File: src/rtl/fifo_pkg.sv
// Shared types for the FIFO burst reader: FSM states,
// count-width helper and skid buffer entry format.
package fifo_pkg;

   localparam int DW = 8;

   typedef enum logic [1:0] {
      IDLE,
      BURST,
      DRAIN
   } rd_state_t;

   typedef struct packed {
      logic [DW-1:0] data;
      logic          last;
   } skid_entry_t;

   function automatic int cnt_width(input int depth);
      return $clog2(depth) + 1;
   endfunction

endpackage

File: src/rtl/fifo_rd_skid.sv
// Two-entry skid buffer between FIFO read data and the
// downstream valid/ready sink; head is entry 0.
module fifo_rd_skid
   import fifo_pkg::*;
(
   input  logic        clk,
   input  logic        rst,
   input  logic        push,
   input  skid_entry_t push_entry,
   input  logic        pop,
   output logic [1:0]  count,
   output logic        valid,
   output skid_entry_t head
);

   skid_entry_t e0, e1;
   logic push_ok, pop_ok;

   always_comb begin
      pop_ok  = pop && (count != 2'd0);
      push_ok = push && ((count != 2'd2) || pop_ok);
   end

   always_ff @(posedge clk) begin
      if (rst) begin
         count <= 2'd0;
         e0    <= '0;
         e1    <= '0;
      end else begin
         unique case ({push_ok, pop_ok})
            2'b10: begin
               if (count == 2'd0) e0 <= push_entry;
               else               e1 <= push_entry;
               count <= count + 2'd1;
            end
            2'b01: begin
               e0    <= e1;
               count <= count - 2'd1;
            end
            2'b11: begin
               if (count == 2'd1) begin
                  e0 <= push_entry;
               end else begin
                  e0 <= e1;
                  e1 <= push_entry;
               end
            end
            default: ;
         endcase
      end
   end

   assign valid = (count != 2'd0);
   assign head  = e0;

endmodule

File: src/rtl/fifo_burst_reader.sv
// Burst read controller: drains the FIFO in bounded bursts on
// threshold or timeout and streams beats to a valid/ready sink.
module fifo_burst_reader
   import fifo_pkg::*;
#(
   parameter int DATA_WIDTH = DW,
   parameter int FIFO_DEPTH = 16,
   parameter int CNT_WIDTH  = cnt_width(FIFO_DEPTH),
   parameter int BURST_MAX  = 8,
   parameter int TIMEOUT    = 32
) (
   input  logic                  clk,
   input  logic                  rst,
   input  logic                  enable,
   input  logic                  fifo_empty,
   input  logic                  fifo_thr_trig,
   input  logic [CNT_WIDTH-1:0]  fifo_count,
   output logic                  fifo_rd,
   input  logic [DATA_WIDTH-1:0] fifo_dout,
   output logic                  m_valid,
   output logic [DATA_WIDTH-1:0] m_data,
   output logic                  m_last,
   input  logic                  m_ready,
   output logic                  busy,
   output logic                  timeout_flush
);

   localparam int TW = $clog2(TIMEOUT) + 1;

   rd_state_t            state, state_nx;
   logic [CNT_WIDTH-1:0] rem, rem_nx, burst_len;
   logic [TW-1:0]        tcnt, tcnt_nx;
   logic                 tflush_nx;
   logic                 inflight, inflight_last;
   logic                 rd, pop;
   logic [1:0]           sk_count;
   logic [2:0]           occ;
   skid_entry_t          head;

   assign burst_len = (fifo_count > CNT_WIDTH'(BURST_MAX)) ?
                      CNT_WIDTH'(BURST_MAX) : fifo_count;
   assign pop = m_valid && m_ready;
   // Credit the beat leaving this cycle so reads sustain 1/cycle
   assign occ = {1'b0, sk_count} + {2'b0, inflight} - {2'b0, pop};

   always_comb begin
      state_nx  = state;
      rem_nx    = rem;
      tcnt_nx   = '0;
      tflush_nx = 1'b0;
      rd        = 1'b0;
      unique case (state)
         IDLE: begin
            if (enable && fifo_thr_trig) begin
               if (burst_len != '0) begin
                  rem_nx   = burst_len;
                  state_nx = BURST;
               end
            end else if (enable && !fifo_empty) begin
               if (tcnt == TW'(TIMEOUT - 2)) begin
                  if (burst_len != '0) begin
                     rem_nx    = burst_len;
                     state_nx  = BURST;
                     tflush_nx = 1'b1;
                  end
               end else begin
                  tcnt_nx = tcnt + TW'(1);
               end
            end
         end
         BURST: begin
            rd = (rem != '0) && !fifo_empty && (occ < 3'd2);
            if (rd) begin
               rem_nx = rem - CNT_WIDTH'(1);
               if (rem == CNT_WIDTH'(1)) state_nx = DRAIN;
            end
         end
         DRAIN: begin
            if (sk_count == 2'd0 && !inflight) state_nx = IDLE;
         end
         default: state_nx = IDLE;
      endcase
   end

   assign fifo_rd = rd && !rst;

   always_ff @(posedge clk) begin
      if (rst) begin
         state         <= IDLE;
         rem           <= '0;
         tcnt          <= '0;
         timeout_flush <= 1'b0;
         inflight      <= 1'b0;
         inflight_last <= 1'b0;
      end else begin
         state         <= state_nx;
         rem           <= rem_nx;
         tcnt          <= tcnt_nx;
         timeout_flush <= tflush_nx;
         inflight      <= fifo_rd;
         inflight_last <= fifo_rd && (rem == CNT_WIDTH'(1));
      end
   end

   fifo_rd_skid u_skid (
      .clk        (clk),
      .rst        (rst),
      .push       (inflight),
      .push_entry ('{data: fifo_dout, last: inflight_last}),
      .pop        (pop),
      .count      (sk_count),
      .valid      (m_valid),
      .head       (head)
   );

   assign m_data = head.data;
   assign m_last = head.last && m_valid;
   assign busy   = (state != IDLE) || (sk_count != 2'd0);

endmodule

File: config.mk
export PLATFORM = sky130hd
export DESIGN_NAME = fifo_burst_reader
export DESIGN_NICKNAME = d
export VERILOG_FILES = /design/src/rtl/fifo_pkg.sv /design/src/rtl/fifo_rd_skid.sv /design/src/rtl/fifo_burst_reader.sv
export SDC_FILE = /design/constraint.sdc
export NUM_CORES = 1
export LEC_CHECK = 0
export ABC_AREA = 1
export CAP_MARGIN = 10
export CORE_AREA = 2 2 67 94
export CTS_CLUSTER_SIZE = 28
export DETAILED_ROUTE_END_ITERATION = 12
export DIE_AREA = 0 0 69 96
export GPL_ROUTABILITY_DRIVEN = 0
export PLACE_DENSITY = 0.67
export REMOVE_ABC_BUFFERS = 1
export SLEW_MARGIN = 20
export SYNTH_ARGS = -nofsm -noshare
export SYNTH_HDL_FRONTEND = slang
export SYNTH_SLANG_ARGS = --single-unit
File: constraint.sdc
create_clock -name clk -period 3.75 [get_ports clk]
set_input_delay 0.375 -clock clk [delete_from_list [all_inputs] [get_ports clk]]
set_output_delay 0.375 -clock clk [all_outputs]
set_load 0.02 [all_outputs]
==> impl_metrics.toml <==
[clock_network]
cts_buffer_depth = 2
cts_setup_buffers = 0
clkSinkCount = 36
cts.clk_slew.worst_paths_ns = 0.08
cts_hold_buf = 0
clk_latency_ns = 0.28
htreeDepth = 2
cts_tree = "built"
cts_buffers = 5
clock-root-buffer = "clkbuf_8"

[pwr]
power-per-cell-area_mw_per_mm2 = 531.6
finalPower_w = 0.001242
vdd_drop_max_mv = 0.3373
p_leak_nw = 1.044

[setup_path]
crit_chain = "inv_1 -> ha_1 -> inv_2 -> nand2_4 -> inv_2 -> ha_1 -> or2_2 -> fa_1 -> nand2_1 -> nor2_1 -> nand3_2 -> nor3_1 -> dlygate4sd1_1"
crit_family = "adder cells"
crit_arrival_ns = 3.14
critical_path_class = "flop to primary output"
cp-end-kind = "primary output"
worst-path-max-fanout = 6
cp.required_ns = 3.38
path_buf_inv = 4
cpMaxStageDelayCell = "fa_1"
crit_path_start_kind = "flop"
max_stage_delay_ns = 0.48

[status]
status = "completed"

[global_routing]
grtUsageTotal_pct = 12.52
grt_pass1_vias = 1578
antenna_found_initial = 0
grt.overflow.total = 0
grt_pass1_wl_um = 6837
grt_max_degree = 24

[drt]
drtIter0Drc = 52
viasPerCell = 4.599
routedWlPerCell_um = 10.56
drc = 0
dr.pass1.iters = 4
vias = 1697
antenna_left = 0
drt-total-wl_um = 3897

[placement]
portBuffers = 31
post-dp-hpwl_um = 2882

[floorplanning]
dieWidth_um = 69
die_area_mm2 = 0.006624
core_area_mm2 = 0.005781
num_rows = 33
ioPinCount = 32
die_h_um = 96
initial_utilization_pct = 33.72

[sta]
setup_violations = 0
final.setup_skew_ns = 0.004963
period_share_pct = 93.61
hold_violations = 0
whs_ns = 0.4571
fin_crit_ns = 3.510
final.setup.tns_ns = 0
fmax_mhz = 284.9
rsz0062_at_grt = "false"
relSlewSlack_pct = 56.89
slew_violations = 0
tightest_slew_ns = 0.6459

[synth]
synth-xor-area-share_pct = 0.8986
synthAdderAreaFrac_pct = 6.804
yosys.area_share.simple_pct = 25.99
postSynthCellCount = 275
synthDominantCellAreaShare_pct = 36.97
synth_compound_area_share_pct = 17.27
seq_area_frac_synth_pct = 36.97
syn-cell-area_mm2 = 0.001949
synth_mux_area_share_pct = 0
syn_area_per_cell_um2 = 7.089
netlist.top_cell.by_area = "dfxtp_1"
synthTopCellsByCount = "nand2_1 (52), dfxtp_1 (36), o21ai_0 (35), nor2_1 (34), inv_1 (31)"
synth_seq_cells = 36
synth_edf_count = 0
postSynth.asyncResetShare_pct = 0
synth_top_family_by_area = "simple AND/OR/NAND/NOR gates"
synth.area.top_cells = "dfxtp_1 (37%), nand2_1 (10%), o21ai_0 (9.0%)"
synthDistinctLibCells = 31
synth_most_common_cell = "nand2_1"
synth_ff_type = "dfxtp_1"
yosysWarnings = 0

[cells_and_area]
antenna-diode-count = 0
drive_gt1_share_pct = 7.358
nets = 327
syn_to_final_growth_pct = 19.83

[min_path]
min_path_type = "flop to flop"

[run]
cap_viol_max_count = 0
==> layout make-up <==
cell class	instances	area [um2]
fill	618	3445
multi-input combinational	190	993.5
sequential	36	720.7
timing repair buffer	31	309.0
inverter	34	127.6
tap	70	87.58
clock buffer	6	82.58
clock inverter	2	15.01
==> metal layers <==
layer	track usage, %	vias up	part of all wire (%)
met4	3.431	0	1.0
met3	3.874	4	6.0
met5	0	-	0
met1	14.66	737	46
li1	-	920	-
met2	22.20	36	47
==> worst min-delay path: stages (launching register included) <==
cell and delay [ns]:
dfxtp_1 0.30, inv_1 0.06, a21oi_1 0.05
==> sequential cells by signal, summed over array words and instances, names as in the netlist <==
signal / flops
state: 2
tcnt: 6
inflight: 1
u_skid.head: 9
rem: 5
inflight_last: 1
u_skid.count: 2
u_skid.e1: 9
timeout_flush: 1
==> timing repair <==
action / CTS / global route
pin swaps: 0 / 0
gates resized for setup: 1 / 2
endpoints found under the setup margin: 1 / 1
==> worst paths after layout <==
kind	startpoint	end	slack, ns	depth (start not counted)
setup / recovery	u_skid.count[1]	fifo_rd	0.24	13
hold / removal	inflight_last	u_skid.e1[0]	0.46	2
setup reg to reg	u_skid.count[1]	rem[1]	0.76	16
hold reg to reg	inflight_last	u_skid.e1[0]	0.46	2
==> cell families after synthesis <==
| family | Yosys count |
|---|---|
| simple gates | 115 |
| buf+inv | 49 |
| flops | 36 |
| fa+ha+maj | 10 |
| compound gates | 63 |
| xor+xnor | 2 |
==> metrics by stage <==
stage	setup slack, ns	std cells	utilization [%]	cell area (um2)
after floorplan	0.6419	260	-	1842
after global placement	0.2410	361	38.74	2240
after detailed placement	0.2114	361	38.74	2240
after CTS	0.1959	369	40.41	2336
after global routing	0.004611	369	40.41	2336
final	0.2397	369	40.41	2336
==> where the power goes <==
group	switching, W	leakage (nW)	internal, W
clock network	0.000145	0.0434	0.000149
registers	0.0000378	0.294	0.000453
logic	0.000271	0.707	0.000186
total	0.000454	1.04	0.000788
==> cells in the final DEF, fill, tap and decap left out, types with 6 or more instances in the layout <==
cell type,instances
nand2_1,52
dfxtp_1,36
o21ai_0,35
nor2_1,34
inv_1,31
clkdlybuf4s50_1,30
a21oi_1,24
nand3_1,13
ha_1,9
clkbuf_8,6
(Power assumes the default switching activity.)
